==> config.mk <==
export PLATFORM = sky130hd
export DESIGN_NAME = cdce62002_sequencer
export DESIGN_NICKNAME = d
export VERILOG_FILES = /design/src/rtl/cdce62002_sequencer.sv
export SDC_FILE = /design/constraint.sdc
export NUM_CORES = 1
export LEC_CHECK = 0
export ABC_AREA = 1
export CAP_MARGIN = 30
export CORE_MARGIN = 2
export CORE_UTILIZATION = 50
export DETAILED_ROUTE_END_ITERATION = 12
export GPL_TIMING_DRIVEN = 0
export MAX_ROUTING_LAYER = met4
export PLACE_DENSITY = 0.76
export SLEW_MARGIN = 20
export SYNTH_ARGS = -nofsm -noshare
export SYNTH_HDL_FRONTEND = slang
export SYNTH_SLANG_ARGS = --single-unit
==> constraint.sdc <==
create_clock -name clk -period 2.7 [get_ports clk]
set_input_delay 0.54 -clock clk [delete_from_list [all_inputs] [get_ports clk]]
set_output_delay 0.54 -clock clk [all_outputs]
set_load 0.03 [all_outputs]
==> src/rtl/cdce62002_sequencer.sv <==
// Power-up, program, lock-qualify and retry sequencer in front of the CDCE62002 SPI programmer.
// All outputs registered; prog_send is withheld while prog_busy is high (a restart then waits in WAIT_BUSY_LO).
`timescale 1ns/1ps
module cdce62002_sequencer #(
  parameter int POWERUP_CYCLES = 4000000,
  parameter int BUSY_TIMEOUT   = 64,
  parameter int LOCK_TIMEOUT   = 400000,
  parameter int LOCK_STABLE    = 4096,
  parameter int MAX_RETRIES    = 3,
  parameter int CNT_W          = 23
) (
  input  logic       clk,
  input  logic       reset,
  input  logic       restart,
  input  logic       prog_busy,
  input  logic       pll_lock_async,
  output logic       prog_send,
  output logic       clock_ready,
  output logic       clock_failed,
  output logic [1:0] attempt,
  output logic [2:0] state_dbg
);

  localparam logic [2:0] ST_POWERUP      = 3'd0;
  localparam logic [2:0] ST_SEND         = 3'd1;
  localparam logic [2:0] ST_WAIT_BUSY_HI = 3'd2;
  localparam logic [2:0] ST_WAIT_BUSY_LO = 3'd3;
  localparam logic [2:0] ST_LOCK_WAIT    = 3'd4;
  localparam logic [2:0] ST_LOCKED       = 3'd5;
  localparam logic [2:0] ST_RETRY        = 3'd6;
  localparam logic [2:0] ST_FAILED       = 3'd7;

  localparam int              ST_W    = $clog2(LOCK_STABLE) + 1;
  localparam logic [CNT_W-1:0] CNT_MAX = {CNT_W{1'b1}};
  localparam logic [ST_W-1:0]  STB_MAX = {ST_W{1'b1}};
  localparam logic [1:0]       ATT_MAX = 2'(MAX_RETRIES);

  logic [2:0]       state;
  logic [2:0]       next_state;
  logic [CNT_W-1:0] cnt;
  logic [ST_W-1:0]  stable;
  logic             lock_meta;
  logic             lock_s;
  logic             resend_pending;
  logic             take_restart;
  logic             enter;

  assign take_restart = restart && (state != ST_POWERUP);
  assign enter        = (next_state != state) || take_restart;
  assign state_dbg    = state;

  always_comb begin
    next_state = state;
    case (state)
      ST_POWERUP:
        if (cnt == CNT_W'(POWERUP_CYCLES - 1)) next_state = ST_SEND;
      ST_SEND:
        next_state = ST_WAIT_BUSY_HI;
      ST_WAIT_BUSY_HI:
        if (prog_busy) next_state = ST_WAIT_BUSY_LO;
        else if (cnt == CNT_W'(BUSY_TIMEOUT - 1)) next_state = ST_RETRY;
      ST_WAIT_BUSY_LO:
        if (!prog_busy) next_state = resend_pending ? ST_SEND : ST_LOCK_WAIT;
      ST_LOCK_WAIT:
        if (lock_s && (stable == ST_W'(LOCK_STABLE - 1))) next_state = ST_LOCKED;
        else if (cnt == CNT_W'(LOCK_TIMEOUT - 1)) next_state = ST_RETRY;
      ST_LOCKED:
        if (!lock_s) next_state = ST_RETRY;
      ST_RETRY:
        next_state = (attempt == ATT_MAX) ? ST_FAILED : ST_SEND;
      default:
        next_state = ST_FAILED;
    endcase
    // A restart during an in-flight transfer parks in WAIT_BUSY_LO and sends once busy drops.
    if (take_restart) next_state = prog_busy ? ST_WAIT_BUSY_LO : ST_SEND;
  end

  always_ff @(posedge clk) begin
    if (reset) begin
      state          <= ST_POWERUP;
      cnt            <= '0;
      stable         <= '0;
      lock_meta      <= 1'b0;
      lock_s         <= 1'b0;
      resend_pending <= 1'b0;
      prog_send      <= 1'b0;
      clock_ready    <= 1'b0;
      clock_failed   <= 1'b0;
      attempt        <= 2'd0;
    end else begin
      state     <= next_state;
      lock_meta <= pll_lock_async;
      lock_s    <= lock_meta;

      if (enter) cnt <= '0;
      else if (cnt != CNT_MAX) cnt <= cnt + 1'b1;

      if (enter || !lock_s || (state != ST_LOCK_WAIT)) stable <= '0;
      else if (stable != STB_MAX) stable <= stable + 1'b1;

      if (take_restart) resend_pending <= prog_busy;
      else if ((state == ST_WAIT_BUSY_LO) && !prog_busy) resend_pending <= 1'b0;

      prog_send   <= (next_state == ST_SEND);
      clock_ready <= (state == ST_LOCKED) && (next_state == ST_LOCKED);

      if (take_restart) clock_failed <= 1'b0;
      else if (next_state == ST_FAILED) clock_failed <= 1'b1;

      if (take_restart) attempt <= 2'd0;
      else if ((state == ST_RETRY) && (attempt != ATT_MAX)) attempt <= attempt + 1'b1;
    end
  end

endmodule

After elaboration in Yosys (flattened, before gate mapping) --
Cells that the tools add are included.
Storage, ports and cells: flip-flop bits (word level) 47, latch bits 0, memory bits (writable) 0, memory bits (read-only) 0, output and inout port bits 8, word-level logic and storage cells 62, memories kept 0
Cells by class: add/subtract/negate cells 3, multiply operators 0, divide/modulo/power cells 0, magnitude comparators 0, equal/unequal tests 19, shifts and indexed selects 0, mux-type cells 14, bitwise gates (word level) 0, reductions and logical operators 16
Operator list (number):
- 3-bit 2-to-1 mux | 10
- 23-bit by 1-bit adder with 23-bit output (second input constant) | 1
- 23-bit by 19-bit == test with 1-bit output (second input constant) | 1
- 23-bit by 22-bit == test with 1-bit output (second input constant) | 1
- 23-bit by 6-bit == test with 1-bit output (second input constant) | 1
- 23-bit inequality test (second input constant) | 1
- 3-bit case mux with 7 select lines | 1
- 3-bit == test (second input constant) | 5
- 13-bit by 1-bit adder with 13-bit output (second input constant) | 1
- 13-bit by 12-bit == test with 1-bit output (second input constant) | 1
- 13-bit inequality test (second input constant) | 1
- 3-bit by 1-bit == test with 1-bit output (second input constant) | 2
- 3-bit by 2-bit == test with 1-bit output (second input constant) | 2
- 2-bit OR reduction | 3
- 1-bit logical AND | 5
- 3-bit logical NOT | 1
- 1-bit logical OR | 3
- 3-bit inequality test | 1
- 3-bit inequality test (second input constant) | 1
- 3-bit nonzero test | 1
- 2-bit by 1-bit adder with 2-bit output (second input constant) | 1
- 2-bit == test (second input constant) | 1
- 1-bit logical NOT | 2
- 1-bit 2-to-1 mux | 2
- other kinds (3) | 3

Depth between registers and ports, before layout --
word-level depth 10, gate-level depth with buffers 15, gate-level depth less buffers 14

Worst setup path after synthesis --
No wires, ideal clock.
kind register -> register, start point register state[0] (netlist: state_dbg[0]), end point register stable[0], data arrival time 1.906 ns, data required time 2.638 ns, slack 0.732 ns, stages on the path, launching flop included 13, buffers on the path 2, cell sequence dfxtp_1 > clkbuf_8 > inv_2 > nor3_2 > nand2_1 > o21ai_1 > inv_1 > nand3_1 > nand3_1 > nor2_2 > nand3_2 > buf_6 > nor2_2
On the way: cells in the longest elaborated chain, start to end 9, elaborated cells between the ends (all ways) 24
RTL lines:
- start: declaration | RTL line 38 | logic [2:0] state;
- start signal: assignment | RTL line 91 | state <= next_state;
- 3-bit 2-to-1 mux (on tied branches) | RTL line 66, 61
- 3-bit 2-to-1 mux (on tied branches) | RTL line 65, 60
- 3-bit case mux with 7 select lines | RTL line 54 | case (state)
- 3-bit 2-to-1 mux | RTL line 75 | if (take_restart) next_state = prog_busy ? ST_WAIT_BUSY_LO : ST_SEND;
- 3-bit inequality test | RTL line 49 | assign enter = (next_state != state) || take_restart;
- 1-bit logical OR | RTL line 49
- 1-bit logical OR | RTL line 98 | if (enter || !lock_s || (state != ST_LOCK_WAIT)) stable <= '0;
- 1-bit logical OR * | RTL line 98
- 2-bit OR reduction (no source line) *
- end signal: assignment | RTL line 99 | else if (stable != STB_MAX) stable <= stable + 1'b1;
- end: declaration | RTL line 41 | logic [ST_W-1:0] stable;
Every way passes the cells marked *; elsewhere a longest branch is shown, timed or not. A chain may end at the register's enable or synchronous reset.

Worst setup path in the final report --
start point register cnt[0], end point register cnt[15]
On the way: cells in the longest elaborated chain, start to end 8, elaborated cells between the ends (all ways) 15
RTL lines:
- start: declaration | RTL line 40 | logic [CNT_W-1:0] cnt;
- start signal: assignment | RTL line 96 | else if (cnt != CNT_MAX) cnt <= cnt + 1'b1;
- 23-bit by 19-bit == test with 1-bit output / 23-bit by 6-bit == test with 1-bit output (equally long branches) | RTL line 66, 61
- 3-bit 2-to-1 mux (on tied branches) | RTL line 66, 61
- 3-bit 2-to-1 mux (on tied branches) | RTL line 65, 60
- 3-bit case mux with 7 select lines | RTL line 54
- 3-bit 2-to-1 mux | RTL line 75
- 3-bit inequality test | RTL line 49
- 1-bit logical OR | RTL line 49
- 2-bit OR reduction (no source line)
Parallel ways exist; a longest one is shown, timed or not.

==> impl_metrics.env <==
export IMPL_synth_warnings=0
export IMPL_core_mm2=0.00511
export IMPL_syn_nets=383
export IMPL_area_delta_synth_final_pct=10.8
export IMPL_grt_pass1_wl_um=9530
export IMPL_synth_ff_type="dfxtp_1"
export IMPL_use_met3_pct=3.55
export IMPL_setup_ws_ns=0.380
export IMPL_crit_chain="ha_1 -> nand3_1 -> nor2_1 -> nand2_1 -> nor4_1 -> nand2_1 -> clkinv_1 -> nor2_1 -> nor2_2"
export IMPL_rsz0062_at_grt="no"
export IMPL_syn_inst=375
export IMPL_avgViaCountPerCell=4.90
export IMPL_crit_family="simple AND/OR/NAND/NOR gates"
export IMPL_cts_root_buf="clkbuf_8"
export IMPL_drt_iter0_drc=124
export IMPL_critPathRequiredTime_ns=2.94
export IMPL_vias=2270
export IMPL_ys_seq_area_share_pct=35.7
export IMPL_dp_cells=456
export IMPL_path_max_fanout=10
export IMPL_initial_core_util_pct=51.5
export IMPL_max_stage_delay_ns=0.42
export IMPL_die_area_mm2=0.00586
export IMPL_crit_path_top_delay_cell="dfxtp_1"
export IMPL_period_share_pct=85.9
export IMPL_grtUsageMet2_pct=33.2
export IMPL_cts_repair_resized=0
export IMPL_power_density_mw_per_mm2=591
export IMPL_clk_path_buf_depth=2
export IMPL_ant_nets=0
export IMPL_worstPathArrival_ns=2.56
export IMPL_fin_setup_tns_ns=0
export IMPL_htreeDepth=2
export IMPL_ys_ff_latch=47
export IMPL_clock_sinks=47
export IMPL_routedWlPerCell_um=11.4
export IMPL_utilization_pct=57.1
export IMPL_crit_path_end_kind="register"
export IMPL_clock_latency_ns=0.30
export IMPL_gr_usage_all_layers_pct=20.3
export IMPL_synth_common_cells="nor2_1, nand2_1, dfxtp_1, inv_1, nor2_2"
export IMPL_diodes=0
export IMPL_use_met1_pct=25.1
export IMPL_grt_remaining_overflow=0
export IMPL_async_flop_share_pct=0
export IMPL_cts_hold_buffers_added=0
export IMPL_rows=26
export IMPL_fin_crit_ns=2.32
export IMPL_synth_enable_flop_cells=0
export IMPL_critPathLaunch="cnt[0]$_SDFFE_PP0P_"
export IMPL_ir_drop_v=0.000414
export IMPL_busiest_layer="met2"
export IMPL_cts_tree="yes"
export IMPL_dpl_hpwl_um=4070
export IMPL_layout_cells_non_filler=463
export IMPL_grt_pass1_vias=2195
export IMPL_synth_area_mm2=0.00263
export IMPL_num_fill_cells=492
export IMPL_synth_cell_types=30
export IMPL_port_buffers=11
export IMPL_power_leakage_nw=1.14
export IMPL_place_gp_congestion=0.884
export IMPL_postCtsSetupBuffers=0
export IMPL_hold_start="lock_meta$_SDFF_PP0_"
export IMPL_min_path_type="reg2reg"
export IMPL_maxCapViolCount=0
export IMPL_critical_path_buf_inv_count=1
export IMPL_max_freq_ghz=0.431
export IMPL_synth_top_cells_by_area="dfxtp_1, nor2_1, nand2_1"
export IMPL_yosysTopAreaCellShare_pct=35.7
export IMPL_cts_reportedPaths_clkPinSlew_ns=0.09
export IMPL_yosys_area_top_type="dfxtp_1"
export IMPL_routed_wl_um=5290
export IMPL_die_w_um=76.6
export IMPL_syn_avg_cell_area_um2=7.02
export IMPL_drive_gt1_share_pct=13.7
export IMPL_slew_headroom_pct=67.4
export IMPL_pin_count=13
export IMPL_slew_violations=0
export IMPL_yosysMostFrequentCell="nor2_1"
export IMPL_firstDrtPassIters=4
export IMPL_status="finished, final reports clean"
export IMPL_setup_violations=0
export IMPL_nets=401
export IMPL_antenna_found_initial=0
export IMPL_grt_max_degree=14
export IMPL_start_kind="register"
export IMPL_regToRegStartpoint="cnt[0]$_SDFFE_PP0P_"
export IMPL_skew_ns=0.00774
export IMPL_worst_pin_slew_ns=0.485
export IMPL_fp_dieH_um=76.6
export IMPL_cts_buffers=5
export IMPL_finalHoldViolations=0
export IMPL_post_place_ws_ns=0.342
export IMPL_drc_errors=0
export IMPL_worstSetupPathType="reg2reg"
layer usage:
metal / part of all wire [%] / wire, µm
met2: 46 / 2430
met5: 0 / 0
met3: 4.2 / 224
met1: 48 / 2540
met4: 1.7 / 89
placed cells by master, fill, tap and decap left out, types with 2 or more instances in the layout:
| master | n |
|---|---|
| nand4_1 | 10 |
| inv_1 | 43 |
| xnor2_1 | 11 |
| nand3_1 | 25 |
| nor4_1 | 5 |
| dfxtp_1 | 47 |
| nand2_1 | 68 |
| inv_2 | 3 |
| ha_1 | 3 |
| buf_6 | 3 |
| xor2_1 | 21 |
| nor2_2 | 32 |
| nor2_1 | 69 |
| o21ai_0 | 6 |
| nor3_2 | 2 |
| nor3_1 | 10 |
| a21oi_1 | 3 |
| clkbuf_8 | 8 |
| clkdlybuf4s50_1 | 11 |
worst reg2reg max path, stage by stage, from the launching register on:
cell and delay (ns):
dfxtp_1 0.42, ha_1 0.22, nand3_1 0.16, nor2_1 0.37, nand2_1 0.16, nor4_1 0.40
nand2_1 0.10, clkinv_1 0.22, nor2_1 0.09, nor2_2 0.11
cells by family after synthesis:
logic type                 share of synthesized area, %
and+or+nand+nor                                    40.1
buffers and inverters                              9.03
DFF                                                35.7
xor gates and xnor gates                           10.6
AOI/OAI and AO/OA                                  3.04
adders and majority gates                          1.43
worst paths after layout:
kind	cells past startpoint	slack, ns	end
max	9	0.38	cnt[15]$_SDFFE_PP0P_
min	2	0.41	lock_s$_SDFF_PP0_
max reg2reg	9	0.38	cnt[15]$_SDFFE_PP0P_
min reg2reg	2	0.41	lock_s$_SDFF_PP0_
sequential cells by signal, indices dropped and copies added, names as in the netlist:
register,count
state_dbg,3
lock_meta,1
clock_ready,1
clock_failed,1
attempt,2
stable,13
cnt,23
prog_send,1
lock_s,1
resend_pending,1
report_power, final:
group          switching [mW]  internal, mW  total (mW)
Combinational           0.358         0.183       0.541
Clock                   0.226         0.201       0.427
Sequential             0.0326         0.724       0.757
Total                   0.616          1.11        1.72
final cells by class:
| type | instances | area (µm²) | area share, % |
|---|---|---|---|
| clock inverter | 1 | 5.00 | 0.172 |
| clock buffer | 6 | 82.6 | 2.83 |
| tap | 70 | 87.6 | 3.00 |
| sequential | 47 | 941 | 32.2 |
| multi-input combinational | 276 | 1450 | 49.8 |
| timing repair buffer | 11 | 110 | 3.77 |
| inverter | 47 | 176 | 6.05 |
| buffer | 5 | 61.3 | 2.10 |
per-stage QoR:
stage	cell area [µm²]	power, mW	hold slack [ns]
finish	2920	1.72	0.411
global route	2920	1.84	0.448
CTS	2920	1.74	0.412
detailed placement	2830	1.32	0.401
global placement	2830	1.31	0.391
floorplan	2630	1.20	0.388
(Power assumes the default switching activity.)
==> RTL edit: new RTL, config.mk and constraints unchanged <==
Reset style: asynchronous (`reset`), changed in one clocked block.
--- a/src/rtl/cdce62002_sequencer.sv
+++ b/src/rtl/cdce62002_sequencer.sv
@@ -77,3 +77,3 @@
 
-  always_ff @(posedge clk) begin
+  always_ff @(posedge clk or posedge reset) begin
     if (reset) begin
Behaviour: same outputs for any inputs over 10 cycles, from zero or initial values and one cycle with reset high; that may be too few to reach the edited logic, so the function may still have changed.
==> RTL edit against the unedited design <==
Setup slack improved by 0.25 ns. Sequential cell count is the same. Area after synthesis grew 7.5%. Clock skew increased by 0.0071 ns. Routed wire length rose by 3.8%. Power rose by 18%. Cell count shrank 0.43%. Count of clock-buffer cells in the layout shrank 1. Cell area rose by 8.7%.
==> RTL edit: results (changes against the unedited design) <==
Parameter                              Value

Setup path
  Worst R2R Start ... stable[0] (was cnt[0])
  Largest stage delay, worst path ... 0.72 ns (was 0.42 ns)
  Reg2reg end ... stable[8] (was cnt[15])
  Register-to-register path setup slack ... 0.64 ns (was 0.38 ns)
  Logic depth of the worst register-to-register path ... 10 (was 9)

Global route
  First-pass GRT wire length ... 9.71 mm (was 9.53 mm)
  M3 GR Usage ... 0.0489 (was 0.0355)
  Met1 Use GR ... 0.260 (was 0.251)
  Maximum number of pins on one net before global-route repair ... 36 (was 14)

Hold path
  Hold Crit Start ... lock_meta (unchanged)
  End point of the most critical hold path ... lock_s (unchanged)

STA
  Worst rel slew slack ... 0.757 (was 0.674)

Power
  Total net switching power ... 754 uW (was 616 uW)
  Standby leakage power ... 0.00138 uW (was 0.00114 uW)

Finish
  Non-clock inverter count in the final layout ... 51 (was 47)
  Area fraction of clock buffers and clock inverters ... 0.0355 (was 0.0300)
  Data buffer area share ... 0.0572 (was 0.0587)
  Count of plain and timing-repair buffers ... 17 (was 16)
  Nets@finish ... 396 (was 401)
  Area of all sequential standard cells ... 1180 sq um (was 941 sq um)
  Fraction of final layout cells with drive strength greater than 1 ... 0.123 (was 0.137)

Placement
  Placed standard-cell area ... 3060 sq um (was 2830 sq um)
  I/O Buffers ... 12 (was 11)

Routing
  Met2 layer wire length in the routed design ... 2.60 mm (was 2.43 mm)
  DR iter-0 viols ... 152 (was 124)

Run status
  Run status ... finished, final reports clean (unchanged)

Logic synthesis
  Post-synthesis async set-or-reset flop share ... 1.00 (was 0)
-- RTL edit: cell count changes in the layout (fill, tap and decap cells not counted), moves of 4 or more --
cell	unedited run	this run
sky130_fd_sc_hd__dfxtp_1	47	0
sky130_fd_sc_hd__inv_1	43	47
sky130_fd_sc_hd__dfrtp_1	0	47
sky130_fd_sc_hd__nor4_1	5	1
sky130_fd_sc_hd__nor2_2	32	7
sky130_fd_sc_hd__o21ai_0	6	14
sky130_fd_sc_hd__nor2_4	1	13
sky130_fd_sc_hd__nand2_2	1	5
sky130_fd_sc_hd__xnor2_1	11	3
-- RTL edit: worst max path at each step --
stage / to / startpoint / slack (ns) / depth (start not counted)
2_1_floorplan: stable[2] / state_dbg[1] / 0.80 / 13
3_3_place_gp: cnt[7] / reset / 0.09 / 2
3_5_place_dp: stable[8] / prog_busy / 0.32 / 12
4_1_cts: state_dbg[0] / state_dbg[0] / 0.62 / 1
5_1_grt: cnt[14] / cnt[0] / 0.38 / 10
6_report: state_dbg[0] / state_dbg[0] / 0.63 / 1
-- RTL edit: logic make-up (layout without fill, tap and decap cells) --
family	Yosys count	in the layout	share of synthesized area
adders and majority gates	3	3	0.0133
DFF	47	47	0.416
and+or+nand+nor	222	222	0.384
AOI/OAI and AO/OA	20	20	0.0389
buffers and inverters	55	76	0.0831
xor gates and xnor gates	21	21	0.0650
-- RTL edit: metrics by stage --
| stage | total power [uW] | utilization | instances | hold slack, ns |
|---|---|---|---|---|
| after floorplan | 1340 | - | 368 | 0.331 |
| after global placement | 1510 | 0.556 | 452 | 0.334 |
| after detailed placement | 1520 | 0.559 | 453 | 0.346 |
| after CTS | 2050 | 0.580 | 461 | 0.369 |
| after global routing | 2150 | 0.580 | 461 | 0.374 |
| final | 2030 | 0.580 | 461 | 0.366 |
